<file path="src/rtl/pipe_hazard_ctrl_pkg.sv">
// Shared definitions for the pipeline hazard sequencer: FSM state encoding,
// branch type codes and the branch-resolution helper.
package pipe_pkg;

    typedef enum logic [1:0] {
        ST_RUN   = 2'd0,
        ST_LDST  = 2'd1,
        ST_MWAIT = 2'd2,
        ST_ERR   = 2'd3
    } state_e;

    localparam logic [1:0] BR_NONE = 2'b00;
    localparam logic [1:0] BR_BEQ  = 2'b01;
    localparam logic [1:0] BR_BNE  = 2'b10;
    localparam logic [1:0] BR_J    = 2'b11;

    localparam logic [4:0] REG_ZERO = 5'd0;

    function automatic logic branch_taken(input logic [1:0] br, input logic zero);
        logic taken;
        case (br)
            BR_NONE: taken = 1'b0;
            BR_BEQ:  taken = zero;
            BR_BNE:  taken = ~zero;
            BR_J:    taken = 1'b1;
        endcase
        return taken;
    endfunction

endpackage

</file>
<file path="src/rtl/pipe_hazard_ctrl_if.sv">
// Bundle between the pipeline datapath and the hazard sequencer.
// master = sequencer side (drives the controls), slave = pipeline side.
interface pipe_hazard_ctrl_if #(
    parameter int CNT_W = 16
);
    logic [4:0]       ifid_rs;
    logic [4:0]       ifid_rt;
    logic             ifid_use_rt;
    logic             idex_memrd;
    logic [4:0]       idex_rt;
    logic             exme_memrd;
    logic             exme_memwr;
    logic [1:0]       exme_branch;
    logic             exme_zero;
    logic             dmem_ready;

    logic             dmem_req;
    logic             pc_en;
    logic             pc_sel_br;
    logic             ifid_en;
    logic             idex_en;
    logic             exme_en;
    logic             mewb_en;
    logic             ifid_flush;
    logic             idex_flush;
    logic             exme_flush;
    logic             mewb_flush;
    logic             mem_err;
    logic [CNT_W-1:0] stall_cnt;
    logic [CNT_W-1:0] flush_cnt;

    modport master (
        input  ifid_rs, ifid_rt, ifid_use_rt, idex_memrd, idex_rt,
               exme_memrd, exme_memwr, exme_branch, exme_zero, dmem_ready,
        output dmem_req, pc_en, pc_sel_br, ifid_en, idex_en, exme_en, mewb_en,
               ifid_flush, idex_flush, exme_flush, mewb_flush, mem_err,
               stall_cnt, flush_cnt
    );

    modport slave (
        output ifid_rs, ifid_rt, ifid_use_rt, idex_memrd, idex_rt,
               exme_memrd, exme_memwr, exme_branch, exme_zero, dmem_ready,
        input  dmem_req, pc_en, pc_sel_br, ifid_en, idex_en, exme_en, mewb_en,
               ifid_flush, idex_flush, exme_flush, mewb_flush, mem_err,
               stall_cnt, flush_cnt
    );

endinterface

</file>
<file path="src/rtl/pipe_hazard_ctrl_sat_counter.sv">
// Event counter that sticks at all-ones instead of wrapping.
module sat_counter #(
    parameter int CNT_W = 16
) (
    input  logic             clk,
    input  logic             rst,
    input  logic             i_inc,
    output logic [CNT_W-1:0] o_cnt
);

    logic [CNT_W-1:0] r_cnt;

    always_ff @(posedge clk or posedge rst) begin
        if (rst) begin
            r_cnt <= '0;
        end else if (i_inc && (r_cnt != {CNT_W{1'b1}})) begin
            r_cnt <= r_cnt + CNT_W'(1);
        end
    end

    assign o_cnt = r_cnt;

endmodule

</file>
<file path="src/rtl/pipe_hazard_ctrl.sv">
// Hold/flush sequencer for the 5-stage pipeline: load-use stalls, ME-resolved
// branches, data-memory waits with a timeout trap, and debug event counters.
module pipe_hazard_ctrl
    import pipe_pkg::*;
#(
    parameter int LOAD_STALL_CYC = 1,
    parameter int MEM_TIMEOUT    = 255,
    parameter int CNT_W          = 16
) (
    input logic              clk,
    input logic              rst,
    pipe_hazard_ctrl_if.master bus
);

    localparam int BUB_W    = 2;
    localparam int BUB_INIT = (LOAD_STALL_CYC > 1) ? (LOAD_STALL_CYC - 2) : 0;
    localparam int WD_W     = $clog2(MEM_TIMEOUT);

    state_e            r_state;
    state_e            w_state_nxt;
    logic [BUB_W-1:0]  r_bub;
    logic [BUB_W-1:0]  w_bub_nxt;
    logic [WD_W-1:0]   r_wd;
    logic [WD_W-1:0]   w_wd_nxt;
    logic              r_mem_err;
    logic              w_set_err;

    logic w_mem, w_hz, w_bt;
    logic w_dmem_req, w_pc_en, w_pc_sel_br;
    logic w_ifid_en, w_idex_en, w_exme_en, w_mewb_en;
    logic w_ifid_flush, w_idex_flush, w_exme_flush, w_mewb_flush;
    logic w_stall_inc, w_flush_inc;
    logic [CNT_W-1:0] w_stall_cnt, w_flush_cnt;

    assign w_mem = bus.exme_memrd | bus.exme_memwr;
    assign w_bt  = branch_taken(bus.exme_branch, bus.exme_zero);
    assign w_hz  = bus.idex_memrd && (bus.idex_rt != REG_ZERO) &&
                   ((bus.idex_rt == bus.ifid_rs) ||
                    (bus.ifid_use_rt && (bus.idex_rt == bus.ifid_rt)));

    always_ff @(posedge clk or posedge rst) begin
        if (rst) begin
            r_state   <= ST_RUN;
            r_bub     <= '0;
            r_wd      <= '0;
            r_mem_err <= 1'b0;
        end else begin
            r_state <= w_state_nxt;
            r_bub   <= w_bub_nxt;
            r_wd    <= w_wd_nxt;
            if (w_set_err) begin
                r_mem_err <= 1'b1;
            end
        end
    end

    // Priority: memory wait, then taken branch, then load-use (bubble) stall.
    always_comb begin
        w_state_nxt  = r_state;
        w_bub_nxt    = r_bub;
        w_wd_nxt     = r_wd;
        w_set_err    = 1'b0;
        w_flush_inc  = 1'b0;
        w_dmem_req   = 1'b0;
        w_pc_sel_br  = 1'b0;
        w_pc_en      = 1'b1;
        w_ifid_en    = 1'b1;
        w_idex_en    = 1'b1;
        w_exme_en    = 1'b1;
        w_mewb_en    = 1'b1;
        w_ifid_flush = 1'b0;
        w_idex_flush = 1'b0;
        w_exme_flush = 1'b0;
        w_mewb_flush = 1'b0;

        if (r_state == ST_ERR) begin
            w_pc_en   = 1'b0;
            w_ifid_en = 1'b0;
            w_idex_en = 1'b0;
            w_exme_en = 1'b0;
            w_mewb_en = 1'b0;
        end else if (w_mem && !bus.dmem_ready) begin
            w_dmem_req   = 1'b1;
            w_pc_en      = 1'b0;
            w_ifid_en    = 1'b0;
            w_idex_en    = 1'b0;
            w_exme_en    = 1'b0;
            w_mewb_flush = 1'b1;
            if (r_state != ST_MWAIT) begin
                w_state_nxt = ST_MWAIT;
                w_wd_nxt    = '0;
            end else if (r_wd == WD_W'(MEM_TIMEOUT - 2)) begin
                w_state_nxt = ST_ERR;
                w_set_err   = 1'b1;
            end else begin
                w_wd_nxt = r_wd + WD_W'(1);
            end
        end else begin
            // A load reaching ME during the bubble phase is also allowed to access memory.
            w_dmem_req  = w_mem;
            w_state_nxt = ST_RUN;
            if (w_bt) begin
                w_pc_sel_br  = 1'b1;
                w_ifid_flush = 1'b1;
                w_idex_flush = 1'b1;
                w_exme_flush = 1'b1;
                w_flush_inc  = 1'b1;
            end else if (r_state == ST_LDST) begin
                w_pc_en      = 1'b0;
                w_ifid_en    = 1'b0;
                w_idex_flush = 1'b1;
                if (r_bub != '0) begin
                    w_state_nxt = ST_LDST;
                    w_bub_nxt   = r_bub - BUB_W'(1);
                end
            end else if (w_hz) begin
                w_pc_en      = 1'b0;
                w_ifid_en    = 1'b0;
                w_idex_flush = 1'b1;
                if (LOAD_STALL_CYC > 1) begin
                    w_state_nxt = ST_LDST;
                    w_bub_nxt   = BUB_W'(BUB_INIT);
                end
            end
        end

        if (rst) begin
            w_dmem_req   = 1'b0;
            w_pc_sel_br  = 1'b0;
            w_pc_en      = 1'b0;
            w_ifid_en    = 1'b0;
            w_idex_en    = 1'b0;
            w_exme_en    = 1'b0;
            w_mewb_en    = 1'b0;
            w_ifid_flush = 1'b1;
            w_idex_flush = 1'b1;
            w_exme_flush = 1'b1;
            w_mewb_flush = 1'b1;
        end
    end

    assign w_stall_inc = !w_pc_en && (r_state != ST_ERR);

    sat_counter #(.CNT_W(CNT_W)) u_stall_cnt (
        .clk   (clk),
        .rst   (rst),
        .i_inc (w_stall_inc),
        .o_cnt (w_stall_cnt)
    );

    sat_counter #(.CNT_W(CNT_W)) u_flush_cnt (
        .clk   (clk),
        .rst   (rst),
        .i_inc (w_flush_inc),
        .o_cnt (w_flush_cnt)
    );

    assign bus.dmem_req   = w_dmem_req;
    assign bus.pc_en      = w_pc_en;
    assign bus.pc_sel_br  = w_pc_sel_br;
    assign bus.ifid_en    = w_ifid_en;
    assign bus.idex_en    = w_idex_en;
    assign bus.exme_en    = w_exme_en;
    assign bus.mewb_en    = w_mewb_en;
    assign bus.ifid_flush = w_ifid_flush;
    assign bus.idex_flush = w_idex_flush;
    assign bus.exme_flush = w_exme_flush;
    assign bus.mewb_flush = w_mewb_flush;
    assign bus.mem_err    = r_mem_err;
    assign bus.stall_cnt  = w_stall_cnt;
    assign bus.flush_cnt  = w_flush_cnt;

endmodule
</file>
<file path="src/flat_wrapper.sv">
// flat-port wrapper written by rule: the top's interface ports become plain ports
module pipe_hazard_ctrl_flat import pipe_pkg::*;
#(
    parameter int LOAD_STALL_CYC = 1,
    parameter int MEM_TIMEOUT    = 255,
    parameter int CNT_W          = 16
)
  (clk, rst, bus_ifid_rs, bus_ifid_rt, bus_ifid_use_rt, bus_idex_memrd, bus_idex_rt, bus_exme_memrd, bus_exme_memwr, bus_exme_branch, bus_exme_zero, bus_dmem_ready, bus_dmem_req, bus_pc_en, bus_pc_sel_br, bus_ifid_en, bus_idex_en, bus_exme_en, bus_mewb_en, bus_ifid_flush, bus_idex_flush, bus_exme_flush, bus_mewb_flush, bus_mem_err, bus_stall_cnt, bus_flush_cnt);
  pipe_hazard_ctrl_if #(.CNT_W(CNT_W)) bus_i ();
  input logic clk;
  input logic rst;
  input wire logic [$bits(bus_i.ifid_rs)-1:0] bus_ifid_rs;
  input wire logic [$bits(bus_i.ifid_rt)-1:0] bus_ifid_rt;
  input wire logic [$bits(bus_i.ifid_use_rt)-1:0] bus_ifid_use_rt;
  input wire logic [$bits(bus_i.idex_memrd)-1:0] bus_idex_memrd;
  input wire logic [$bits(bus_i.idex_rt)-1:0] bus_idex_rt;
  input wire logic [$bits(bus_i.exme_memrd)-1:0] bus_exme_memrd;
  input wire logic [$bits(bus_i.exme_memwr)-1:0] bus_exme_memwr;
  input wire logic [$bits(bus_i.exme_branch)-1:0] bus_exme_branch;
  input wire logic [$bits(bus_i.exme_zero)-1:0] bus_exme_zero;
  input wire logic [$bits(bus_i.dmem_ready)-1:0] bus_dmem_ready;
  output wire logic [$bits(bus_i.dmem_req)-1:0] bus_dmem_req;
  output wire logic [$bits(bus_i.pc_en)-1:0] bus_pc_en;
  output wire logic [$bits(bus_i.pc_sel_br)-1:0] bus_pc_sel_br;
  output wire logic [$bits(bus_i.ifid_en)-1:0] bus_ifid_en;
  output wire logic [$bits(bus_i.idex_en)-1:0] bus_idex_en;
  output wire logic [$bits(bus_i.exme_en)-1:0] bus_exme_en;
  output wire logic [$bits(bus_i.mewb_en)-1:0] bus_mewb_en;
  output wire logic [$bits(bus_i.ifid_flush)-1:0] bus_ifid_flush;
  output wire logic [$bits(bus_i.idex_flush)-1:0] bus_idex_flush;
  output wire logic [$bits(bus_i.exme_flush)-1:0] bus_exme_flush;
  output wire logic [$bits(bus_i.mewb_flush)-1:0] bus_mewb_flush;
  output wire logic [$bits(bus_i.mem_err)-1:0] bus_mem_err;
  output wire logic [$bits(bus_i.stall_cnt)-1:0] bus_stall_cnt;
  output wire logic [$bits(bus_i.flush_cnt)-1:0] bus_flush_cnt;
  assign bus_i.ifid_rs = bus_ifid_rs;
  assign bus_i.ifid_rt = bus_ifid_rt;
  assign bus_i.ifid_use_rt = bus_ifid_use_rt;
  assign bus_i.idex_memrd = bus_idex_memrd;
  assign bus_i.idex_rt = bus_idex_rt;
  assign bus_i.exme_memrd = bus_exme_memrd;
  assign bus_i.exme_memwr = bus_exme_memwr;
  assign bus_i.exme_branch = bus_exme_branch;
  assign bus_i.exme_zero = bus_exme_zero;
  assign bus_i.dmem_ready = bus_dmem_ready;
  assign bus_dmem_req = bus_i.dmem_req;
  assign bus_pc_en = bus_i.pc_en;
  assign bus_pc_sel_br = bus_i.pc_sel_br;
  assign bus_ifid_en = bus_i.ifid_en;
  assign bus_idex_en = bus_i.idex_en;
  assign bus_exme_en = bus_i.exme_en;
  assign bus_mewb_en = bus_i.mewb_en;
  assign bus_ifid_flush = bus_i.ifid_flush;
  assign bus_idex_flush = bus_i.idex_flush;
  assign bus_exme_flush = bus_i.exme_flush;
  assign bus_mewb_flush = bus_i.mewb_flush;
  assign bus_mem_err = bus_i.mem_err;
  assign bus_stall_cnt = bus_i.stall_cnt;
  assign bus_flush_cnt = bus_i.flush_cnt;
  pipe_hazard_ctrl #(.LOAD_STALL_CYC(LOAD_STALL_CYC), .MEM_TIMEOUT(MEM_TIMEOUT), .CNT_W(CNT_W)) u_core (.clk(clk), .rst(rst), .bus(bus_i));
endmodule
</file>
<file path="config.mk">
export PLATFORM = sky130hd
export DESIGN_NAME = pipe_hazard_ctrl_flat
export DESIGN_NICKNAME = d
export VERILOG_FILES = /design/src/rtl/pipe_hazard_ctrl_pkg.sv /design/src/rtl/pipe_hazard_ctrl_if.sv /design/src/rtl/pipe_hazard_ctrl_sat_counter.sv /design/src/rtl/pipe_hazard_ctrl.sv /design/src/flat_wrapper.sv
export SDC_FILE = /design/constraint.sdc
export NUM_CORES = 1
export LEC_CHECK = 0
export BUFFER_PORTS_ARGS = -buffer_cell sky130_fd_sc_hd__buf_2
export CAP_MARGIN = 20
export CORE_MARGIN = 2
export CORE_UTILIZATION = 52
export CTS_CLUSTER_DIAMETER = 100
export DETAILED_ROUTE_END_ITERATION = 12
export PLACE_DENSITY = 0.91
export SETUP_SLACK_MARGIN = 0.05
export SLEW_MARGIN = 10
export SYNTH_ARGS = -nofsm -noshare
export SYNTH_HDL_FRONTEND = slang
export SYNTH_SLANG_ARGS = --single-unit
</file>
<file path="constraint.sdc">
create_clock -name clk -period 2.6 [get_ports clk]
set_input_delay 0.26 -clock clk [delete_from_list [all_inputs] [get_ports clk]]
set_output_delay 0.26 -clock clk [all_outputs]
set_load 0.02 [all_outputs]
</file>
==> results of run 1 <==
==> power breakdown <==
group	internal (mW)	total [mW]	switching, mW	leakage, nW
clock network	0.279	0.502	0.223	0.0540
registers	0.814	0.972	0.158	0.590
logic	0.244	0.581	0.337	0.773
==> through the flow <==
stage | power [mW] | util | setup slack, ns
final | 2.06 | 0.656 | 0.475
after global routing | 2.18 | 0.656 | 0.342
after CTS | 2.07 | 0.656 | 0.455
after detailed placement | 1.57 | 0.633 | 0.364
after global placement | 1.55 | 0.633 | 0.451
after floorplan | 1.36 | - | 0.0698
==> cells in the mapped netlist (2+ instances only) <==
cell type  instances
a21o_1             2
a21oi_1            5
and2_1             3
and3_1             4
and3_2             2
and4_1             3
buf_4              4
clkbuf_1           2
dfrtp_1           45
ha_1               5
inv_1              8
mux2_2             2
nand2_1           28
nand2b_1           2
nand3_1           16
nand4_1           13
nor2_1            15
nor3_1             6
nor4_1             2
o211ai_1           2
o21ai_0            5
o31ai_1            5
xnor2_1           28
xor2_1            14
==> kinds of logic after synthesis <==
family	Yosys count	synth area share
buf+inv	15	0.0327
fa+ha+maj	5	0.0260
compound gates	26	0.0717
flops	45	0.468
xor+xnor	43	0.160
mux	3	0.0135
simple gates	102	0.229
==> path summary, 6_finish.rpt <==
kind                                             startpoint                     endpoint  slack, ns
max in group asynchronous                               rst           u_core.bus.mem_err       2.22
worst max register to register  u_core.u_stall_cnt.o_cnt[0]  u_core.u_stall_cnt.o_cnt[9]       0.48
worst min register to register           u_core.bus.mem_err           u_core.bus.mem_err       0.48
worst max-delay path            u_core.u_stall_cnt.o_cnt[0]  u_core.u_stall_cnt.o_cnt[9]       0.48
worst min-delay path                                    rst  u_core.u_flush_cnt.o_cnt[0]      0.004
min in group clk                             bus_exme_memrd            u_core.r_state[1]       0.28
==> metal layers <==
| layer | vias up | GRT usage | part of all wire |
|---|---|---|---|
| met5 | - | 0 | 0 |
| met3 | 6 | 0.0403 | 0.066 |
| met4 | 0 | 0.0797 | 0.017 |
| met1 | 944 | 0.250 | 0.42 |
| li1 | 980 | - | - |
| met2 | 86 | 0.334 | 0.49 |
==> worst max-delay path, cell delays in order (launching register included) <==
cell and delay [ns]:
dfrtp_1 0.42, ha_1 0.31, and3_1 0.25, nand2_1 0.08, nor3_1 0.07, nor3b_4 0.39, buf_4 0.24, nand4_1 0.12
xnor2_1 0.14
==> state kept, by name (all words and copies together), names as in the netlist <==
signal / flops
u_core.u_flush_cnt.o_cnt: 16
u_core.r_state: 2
u_core.r_wd: 8
u_core.u_stall_cnt.o_cnt: 16
u_core.r_bub: 2
u_core.bus.mem_err: 1
==> cell type report <==
cell class                 instances  area [µm²]  area share
clock buffer                       5        68.8      0.0237
clock inverter                     2        35.0      0.0121
inverter                           8        30.0      0.0104
multi-input combinational        179        1200       0.415
sequential                        45        1130       0.389
tap                               52        65.1      0.0225
timing repair buffer              72         370       0.128
==> qor.tcl, run 1 <==
set qor(run_status) {finished clean}
set qor(synth-seq-cells) 45
set qor(gr-usage-all-layers) 0.198
set qor(die_height_um) 72.0
set qor(cp-start-kind) {flip-flop}
set qor(path_category_of_the_worst_min_delay_check) {input port to asynchronous set/reset pin}
set qor(timing.final.crit_period_ns) 2.12
set qor(place_congestion) 0.864
set qor(worst_setup_hold_path_clk_slew_ns) 0.08
set qor(async_reset_ff_frac) 1.00
set qor(worst-slew-pin-transition_ns) 0.522
set qor(synth-edff-count) 0
set qor(clk_path_buf_depth) 2
set qor(synth_area_leader_cell) {dfrtp_1}
set qor(max_fclk_mhz) 471
set qor(die_area_um2) 5190
set qor(synth_area_um2) 2410
set qor(max-slew-margin-rel) 0.642
set qor(globalRoute.totalOverflow) 0
set qor(port_buffers) 68
set qor(cts_tree) {yes}
set qor(via_count) 2016
set qor(dpl-instance-area_um2) 2790
set qor(vdd_ir_drop_max_uv) 296
set qor(h-tree-depth) 2
set qor(clk-insertion-delay-late_ns) 0.29
set qor(synth_cell_types) 42
set qor(grt_first_pass_wirelength_um) 8120
set qor(synth_sequential_area_ratio) 0.468
set qor(pin_count_of_the_biggest_net_entering_global_routing) 34
set qor(ys.flop_type) {dfrtp_1}
set qor(initial_utilization) 0.545
set qor(power.density_nw_per_um2) 709
set qor(totalWireLength_um) 4750
set qor(drive_above_1_share) 0.286
set qor(wl_per_cell_um) 13.1
set qor(i_o_pins) 69
set qor(post-cts-setup-buffer-count) 0
set qor(holdBufCountCts) 0
set qor(critPathKind) {flip-flop to flip-flop}
set qor(final_net_count) 341
set qor(critical_path.max_fanout) 9
set qor(routed_via_density) 5.55
set qor(hold_slack_final_ns) 0.00433
set qor(number_of_clock_buffers_inserted_by_tritoncts) 5
set qor(r2r.worst_path.cells) 8
set qor(area_growth_syn_to_layout_pct) 20.4
set qor(max_cap_viol_count) 0
set qor(ctsRootBufferMaster) {clkbuf_8}
set qor(timing.critical_path.to_type) {flip-flop}
set qor(antenna_violating_nets_left) 0
set qor(stdcell_area_um2) 2900
set qor(grt_antenna_before_repair) 0
set qor(final-max-slew-violation-count) 0
set qor(layout.cells.most_common) {buf_2}
set qor(drt_first_pass_iters) 4
set qor(report.final.setup_viol) 0
set qor(post-place-cells) 356
set qor(final_cell_count_no_fill) 363
set qor(synth_warnings) 0
set qor(nFillCells) 338
set qor(area_of_the_placeable_core_um2) 4410
set qor(postSynthAreaPerCell_um2) 10.1
set qor(first_global_vias) 1882
set qor(drc) 0
set qor(cts.repair.resized) 0
set qor(layout_worst_path_cycle_share) 0.817
set qor(final.setup.tns_ns) 0
set qor(cts.sink_count) 45
set qor(post_synth_main_area_contributors) {dfrtp_1 (47%), xnor2_1 (10%), xor2_1 (5.1%), nand2_1 (4.4%), nand4_1 (3.4%)}
set qor(power.leakage_nw) 1.42
set qor(synth_top_area_frac) 0.468
set qor(grt_setup_unrepaired) {false}
set qor(nets_in_the_synthesized_netlist) 269
set qor(dp_hpwl_um) 3710
set qor(skew_ns) 0.00256
set qor(floorplan.die.width_um) 72.0
set qor(antennaDiodeCount) 0
set qor(fp-row-count) 24
set qor(worst_ep_arrival_time_ns) 2.30
set qor(number_of_drc_violations_after_detailed_routing_iteration_0) 128
set qor(most_used_cells_in_the_layout_excluding_fill_and_tap_cells) {buf_2 (68), dfrtp_1 (45), nand2_1 (28), xnor2_1 (28), nand3_1 (16)}
set qor(synth_cells) 239
set qor(worstPathRequired_ns) 2.78
set qor(finalHoldViolations) 0
Note: power is estimated with default switching activity, not from simulation.
==> inputs of run 2 (changes only) <==
Clock period 2.6 ns to 2.1 ns, I/O delays scaled along.
==> run 2 against run 1 <==
  * Combinational power up 38%
  * Design area rose by 2.1%
  * Clock skew grew 0.0042 ns
  * Via count is 1.4% higher
  * Core utilization rose by 1.4 points
  * Clock power up 12%
  * Cell count grew 2.2%
  * Register-to-register slack lost 0.30 ns
  * Power rose by 24%
  * Wire length rose by 9.1%
  * Largest cell class unchanged
==> qor.tcl, run 2 (synthesis gave the netlist of run 1 again) <==
set qor(finalWorstSetupSlack_ns) 0.177 ;# was 0.475 ns
set qor(clk_path_buf_depth) 2 ;# unchanged
set qor(antennaDiodeCount) 0 ;# unchanged
set qor(worst_ep_arrival_time_ns) 2.11 ;# was 2.30 ns
set qor(final_net_count) 348 ;# was 341
set qor(cp-start-kind) {flip-flop} ;# unchanged
set qor(totalWireLength_um) 5180 ;# was 4750 µm
set qor(grt_antenna_before_repair) 0 ;# unchanged
set qor(finalHoldViolations) 0 ;# unchanged
set qor(power.leakage_nw) 1.45 ;# was 1.42 nW
set qor(critical_path.top_delay_family) {simple AND/OR/NAND/NOR gates} ;# unchanged
set qor(drive_above_1_share) 0.310 ;# was 0.286
set qor(h-tree-depth) 2 ;# unchanged
set qor(timing.critical_path.to_type) {flip-flop} ;# unchanged
set qor(crit_slowest_cell) {dfrtp_1} ;# unchanged
set qor(grt_first_pass_wirelength_um) 8870 ;# was 8120 µm
set qor(run_status) {finished clean} ;# unchanged
set qor(setup.reg_to_reg.worst_slack_ns) 0.18 ;# was 0.48 ns
set qor(area_of_the_placeable_core_um2) 4410 ;# unchanged
set qor(initial_utilization) 0.545 ;# unchanged
set qor(preCtsSetupSlack_ns) 0.0892 ;# was 0.364 ns
set qor(vdd_ir_drop_max_uv) 408 ;# was 296 µV
set qor(final_core_utilization) 0.670 ;# was 0.656
set qor(layout.cells.most_common) {buf_2} ;# unchanged
set qor(critical_path.max_fanout) 7 ;# was 9
set qor(clk-insertion-delay-late_ns) 0.30 ;# was 0.29 ns
set qor(cts_tree) {yes} ;# unchanged
set qor(worst_setup_hold_path_clk_slew_ns) 0.09 ;# was 0.08 ns
set qor(area_growth_syn_to_layout_pct) 22.9 ;# was 20.4%
set qor(layout_worst_path_cycle_share) 0.916 ;# was 0.817
set qor(power.density_nw_per_um2) 860 ;# was 709 nW/µm²
set qor(worstPathRequired_ns) 2.29 ;# was 2.78 ns
set qor(critPathKind) {flip-flop to flip-flop} ;# unchanged
set qor(globalRoute.totalOverflow) 0 ;# unchanged
set qor(final-max-slew-violation-count) 0 ;# unchanged
set qor(timing.final.crit_period_ns) 1.92 ;# was 2.12 ns
set qor(i_o_pins) 69 ;# unchanged
set qor(path_category_of_the_worst_min_delay_check) {input port to asynchronous set/reset pin} ;# unchanged
set qor(slowest_delay_ns) 0.41 ;# was 0.42 ns
set qor(final.setup.tns_ns) 0 ;# unchanged
set qor(worst-slew-pin-transition_ns) 0.676 ;# was 0.522 ns
set qor(floorplan.die.width_um) 72.0 ;# unchanged
set qor(most_used_cells_in_the_layout_excluding_fill_and_tap_cells) {buf_2 (68), dfrtp_1 (45), nand2_1 (28), xnor2_1 (28), nand3_1 (16)} ;# unchanged
set qor(dp_hpwl_um) 4000 ;# was 3710 µm
set qor(pin_count_of_the_biggest_net_entering_global_routing) 31 ;# was 34
set qor(first_global_vias) 2018 ;# was 1,882
set qor(grt_setup_unrepaired) {false} ;# unchanged
set qor(drt_first_pass_iters) 4 ;# unchanged
set qor(port_buffers) 68 ;# unchanged
set qor(number_of_clock_buffers_inserted_by_tritoncts) 5 ;# unchanged
set qor(via_count) 2044 ;# was 2,016
set qor(ctsRootBufferMaster) {clkbuf_8} ;# unchanged
set qor(die_area_um2) 5190 ;# unchanged
set qor(multiInputGateArea_um2) 1210 ;# was 1200 µm²
set qor(critical_path.cell_chain) {and3_2, and2_2, nand3_1, nor3_1, nor3b_4, buf_4, mux2_2} ;# was ha_1, and3_1, nand2_1, nor3_1, nor3b_4, buf_4, nand4_1, xnor2_1
set qor(gr-usage-all-layers) 0.217 ;# was 0.198
set qor(place_congestion) 0.871 ;# was 0.864
set qor(fp-row-count) 24 ;# unchanged
set qor(nFillCells) 335 ;# was 338
set qor(skew_ns) 0.00671 ;# was 0.00256 ns
set qor(layout.area.seq_um2) 1130 ;# unchanged
set qor(drc) 0 ;# unchanged
set qor(crit_buf_inv) 1 ;# unchanged
set qor(die_height_um) 72.0 ;# unchanged
set qor(report.final.setup_viol) 0 ;# unchanged
set qor(wl_per_cell_um) 14.0 ;# was 13.1 µm
set qor(number_of_drc_violations_after_detailed_routing_iteration_0) 85 ;# was 128
set qor(max_cap_viol_count) 0 ;# unchanged
set qor(routed_via_density) 5.51 ;# was 5.55
set qor(cts.sink_count) 45 ;# unchanged
set qor(max-slew-margin-rel) 0.548 ;# was 0.642
set qor(max_fclk_mhz) 520 ;# was 471 MHz
set qor(post-cts-setup-buffer-count) 0 ;# unchanged
set qor(antenna_violating_nets_left) 0 ;# unchanged
-- run 2: path summary, 6_finish.rpt --
| check | cells after the start | end | startpoint |
|---|---|---|---|
| min reg2reg | 1 | u_core.u_flush_cnt.o_cnt[8] | u_core.u_flush_cnt.o_cnt[8] |
| max reg2reg | 7 | u_core.u_stall_cnt.o_cnt[1] | u_core.u_stall_cnt.o_cnt[4] |
| min in group clk | 3 | u_core.r_state[1] | bus_exme_memrd |
| max in group asynchronous | 3 | u_core.u_flush_cnt.o_cnt[8] | rst |
| max | 7 | u_core.u_stall_cnt.o_cnt[1] | u_core.u_stall_cnt.o_cnt[4] |
| min | 3 | u_core.u_stall_cnt.o_cnt[15] | rst |
-- run 2: repair_timing --
action                                  CTS  global route
resized for setup                         0             3
hold buffers                              1             0
hold endpoints to repair                 15             0
endpoints found under the setup margin    0             7
-- run 2: worst reg2reg max path: cells and delay by family, from the launching register on --
kind | cells | cell delay (ns)
DFF | 1 | 0.41
muxes | 1 | 0.27
and+or+nand+nor | 5 | 0.96
buffers and inverters | 1 | 0.17
-- run 2: cell type report --
| cell class | count | share of cell area |
|---|---|---|
| inverter | 8 | 0.0114 |
| tap | 52 | 0.0220 |
| clock buffer | 6 | 0.0279 |
| timing repair buffer | 79 | 0.144 |
| clock inverter | 2 | 0.00465 |
| sequential | 45 | 0.381 |
| multi-input combinational | 179 | 0.409 |
-- run 2: per-layer routing --
metal | part of all wire | track usage | routed length (µm)
met3 | 0.053 | 0.0528 | 275
met1 | 0.40 | 0.249 | 2090
met4 | 0.026 | 0.0881 | 133
met2 | 0.52 | 0.389 | 2680
met5 | 0 | 0 | 0
-- run 2: metrics by stage --
| step | hold WS, ns | total power [mW] | std cells | instance area, µm² |
|---|---|---|---|---|
| 6_report | 0.0774 | 2.54 | 371 | 2960 |
| 3_5_place_dp | 0.241 | 2.00 | 362 | 2840 |
| 5_1_grt | 0.0942 | 2.69 | 371 | 2960 |
| 2_1_floorplan | 0.228 | 1.69 | 239 | 2410 |
| 4_1_cts | 0.0871 | 2.56 | 371 | 2950 |
| 3_3_place_gp | 0.240 | 1.96 | 362 | 2840 |
-- run 2: power by group --
part | leakage (nW) | switching, mW | internal (mW)
sequential | 0.590 | 0.171 | 1.01
combinational | 0.806 | 0.463 | 0.341
clock | 0.0512 | 0.293 | 0.267
==> inputs of run 3 (changes only) <==
Settings changed: MAX_ROUTING_LAYER from default to met4.
==> run 3 against run 2 <==
  * Design area unchanged
  * Sequential cell count unchanged
  * Wire length increased by 0.14%
  * Critical path type is now flip-flop to output port
  * Highest routed layer unchanged
==> qor.tcl, run 3 (synthesis gave the netlist of run 1 again) <==
set qor(first_global_vias) 2020 ;# was 2,018
set qor(power.leakage_nw) 1.45 ;# unchanged
set qor(critPathKind) {flip-flop to output port} ;# was flip-flop to flip-flop
set qor(power.density_nw_per_um2) 860 ;# about the same
set qor(most_frequent_cell_on_the_critical_path) {a21oi_1}
set qor(area_of_the_placeable_core_um2) 4410 ;# unchanged
set qor(p_sw_mw) 0.929 ;# was 0.928 mW
set qor(worstPathRequired_ns) 1.89 ;# was 2.29 ns
set qor(slowest_delay_ns) 0.49 ;# was 0.41 ns
set qor(combinationalPowerShare) 0.316 ;# about the same
set qor(cts_tree) {yes} ;# unchanged
set qor(number_of_drc_violations_after_detailed_routing_iteration_0) 86 ;# was 85
set qor(floorplan.die.width_um) 72.0 ;# unchanged
set qor(port_buffers) 68 ;# unchanged
set qor(grt_antenna_before_repair) 0 ;# unchanged
set qor(worst_ep_arrival_time_ns) 1.71 ;# was 2.11 ns
set qor(via_count) 2035 ;# was 2,044
set qor(most_used_cells_in_the_layout_excluding_fill_and_tap_cells) {buf_2 (68), dfrtp_1 (45), nand2_1 (28), xnor2_1 (28), nand3_1 (16)} ;# unchanged
set qor(final_net_count) 348 ;# unchanged
set qor(antennaDiodeCount) 0 ;# unchanged
set qor(place_congestion) 0.885 ;# was 0.871
set qor(multiInputGateArea_um2) 1210 ;# unchanged
set qor(skew_ns) 0.00630 ;# was 0.00671 ns
set qor(max-slew-margin-rel) 0.549 ;# was 0.548
set qor(die_height_um) 72.0 ;# unchanged
set qor(die_area_um2) 5190 ;# unchanged
set qor(area_growth_syn_to_layout_pct) 22.9 ;# unchanged
set qor(layout_worst_path_cycle_share) 0.916 ;# about the same
set qor(cts.sink_count) 45 ;# unchanged
set qor(vdd_ir_drop_max_uv) 408 ;# about the same
set qor(gr-usage-all-layers) 0.224 ;# was 0.217
set qor(clk_path_buf_depth) 2 ;# unchanged
set qor(worst-slew-pin-transition_ns) 0.675 ;# was 0.676 ns
set qor(report.final.setup_viol) 0 ;# unchanged
set qor(grt_first_pass_wirelength_um) 8870 ;# unchanged
set qor(i_o_pins) 69 ;# unchanged
set qor(wl_per_cell_um) 14.0 ;# about the same
set qor(ctsRootBufferMaster) {clkbuf_8} ;# unchanged
set qor(run_status) {finished clean} ;# unchanged
set qor(drt_first_pass_iters) 4 ;# unchanged
set qor(h-tree-depth) 2 ;# unchanged
set qor(final.setup.tns_ns) 0 ;# unchanged
set qor(seq_power_share) 0.464 ;# about the same
set qor(final_cell_count_no_fill) 371 ;# unchanged
set qor(crit_slowest_cell) {dfrtp_1} ;# unchanged
set qor(finalHoldViolations) 0 ;# unchanged
set qor(worst_setup_hold_path_clk_slew_ns) 0.09 ;# about the same
set qor(preCtsSetupSlack_ns) 0.0892 ;# unchanged
set qor(finalWorstSetupSlack_ns) 0.176 ;# was 0.177 ns
set qor(timing.final.crit_period_ns) 1.92 ;# about the same
set qor(critical_path.max_fanout) 10 ;# was 7
set qor(layout.cells.most_common) {buf_2} ;# unchanged
set qor(initial_utilization) 0.545 ;# unchanged
set qor(max_fclk_mhz) 520 ;# about the same
set qor(globalRoute.totalOverflow) 0 ;# unchanged
set qor(totalWireLength_um) 5190 ;# was 5180 µm
set qor(final-max-slew-violation-count) 0 ;# unchanged
set qor(post-cts-setup-buffer-count) 0 ;# unchanged
set qor(layout.area.seq_um2) 1130 ;# unchanged
set qor(routed_via_density) 5.49 ;# was 5.51
set qor(path_category_of_the_worst_min_delay_check) {input port to asynchronous set/reset pin} ;# unchanged
set qor(clkPwrFrac) 0.220 ;# about the same
set qor(cp-start-kind) {flip-flop} ;# unchanged
set qor(nFillCells) 335 ;# unchanged
set qor(drc) 0 ;# unchanged
set qor(cell_internal_pwr_mw) 1.62 ;# about the same
set qor(max_cap_viol_count) 0 ;# unchanged
set qor(drive_above_1_share) 0.310 ;# unchanged
set qor(clk-insertion-delay-late_ns) 0.30 ;# about the same
set qor(post-place-cells) 362 ;# unchanged
set qor(number_of_clock_buffers_inserted_by_tritoncts) 5 ;# unchanged
set qor(timing.critical_path.to_type) {output port} ;# was flip-flop
set qor(antenna_violating_nets_left) 0 ;# unchanged
set qor(fp-row-count) 24 ;# unchanged
set qor(pin_count_of_the_biggest_net_entering_global_routing) 31 ;# unchanged
set qor(dp_hpwl_um) 4000 ;# unchanged
set qor(grt_setup_unrepaired) {false} ;# unchanged
set qor(p_sw_frac) 0.365 ;# about the same
set qor(critical_path.cell_chain) {a21oi_1, nand2_1, a21oi_1, buf_2} ;# was and3_2, and2_2, nand3_1, nor3_1, nor3b_4, buf_4, mux2_2
-- run 3: cell counts in the layout (fill, tap and decap cells not counted) --
No cell type changed its count.
-- run 3: layout make-up --
cell class                      instances  share of cell area
Sequential cell                        45               0.381
Inverter                                8              0.0114
Multi-Input combinational cell        179               0.409
Tap cell                               52              0.0220
Clock buffer                            6              0.0279
Timing Repair Buffer                   79               0.144
Clock inverter                          2             0.00465
-- run 3: repair_timing --
action                                  CTS  global route
hold buffers                              1             0
resized for setup                         0             3
endpoints found under the setup margin    0             7
endpoints found under the hold margin    15             0
-- run 3: layer usage --
layer,GRT usage,up-vias,share of wire
li1,-,993,-
met1,0.250,956,0.41
met2,0.389,69,0.52
met3,0.0514,17,0.048
met4,0.0881,0,0.027
met5,-,-,0
-- run 3: worst max-delay path, delay by kind of cell, from the launching register on --
| kind | cells | cell delay (ns) |
|---|---|---|
| flip-flops | 1 | 0.49 |
| buffers and inverters | 1 | 0.22 |
| AND/OR/NAND/NOR | 1 | 0.15 |
| AO/OA/AOI/OAI | 2 | 0.56 |
-- run 3: power by group through the flow --
stage	clock network [mW]	logic [mW]	registers (mW)
finish	0.560	0.804	1.18
global route	0.605	0.878	1.20
CTS	0.574	0.814	1.18
detailed placement	0	0.806	1.19
global placement	0	0.779	1.18
floorplan	0	0.348	1.34
-- run 3: stage by stage --
stage,hold WS [ns],util,cell area [µm²],power [mW]
final,0.0779,0.670,2960,2.54
after global routing,0.0942,0.670,2960,2.69
after CTS,0.0871,0.668,2950,2.56
after detailed placement,0.241,0.644,2840,2.00
after global placement,0.240,0.644,2840,1.96
after floorplan,0.228,-,2410,1.69
-- run 3: worst paths after layout --
kind	start	endpoint	slack [ns]	cells past startpoint
max reg2reg	u_core.u_stall_cnt.o_cnt[4]	u_core.u_stall_cnt.o_cnt[1]	0.18	7
max	u_core.r_state[1]	bus_ifid_en	0.18	4
max in group asynchronous	rst	u_core.u_flush_cnt.o_cnt[8]	1.03	3
min in group clk	bus_exme_memrd	u_core.r_state[1]	0.23	3
min reg2reg	u_core.u_flush_cnt.o_cnt[8]	u_core.u_flush_cnt.o_cnt[8]	0.49	1
min	rst	u_core.u_stall_cnt.o_cnt[15]	0.08	3
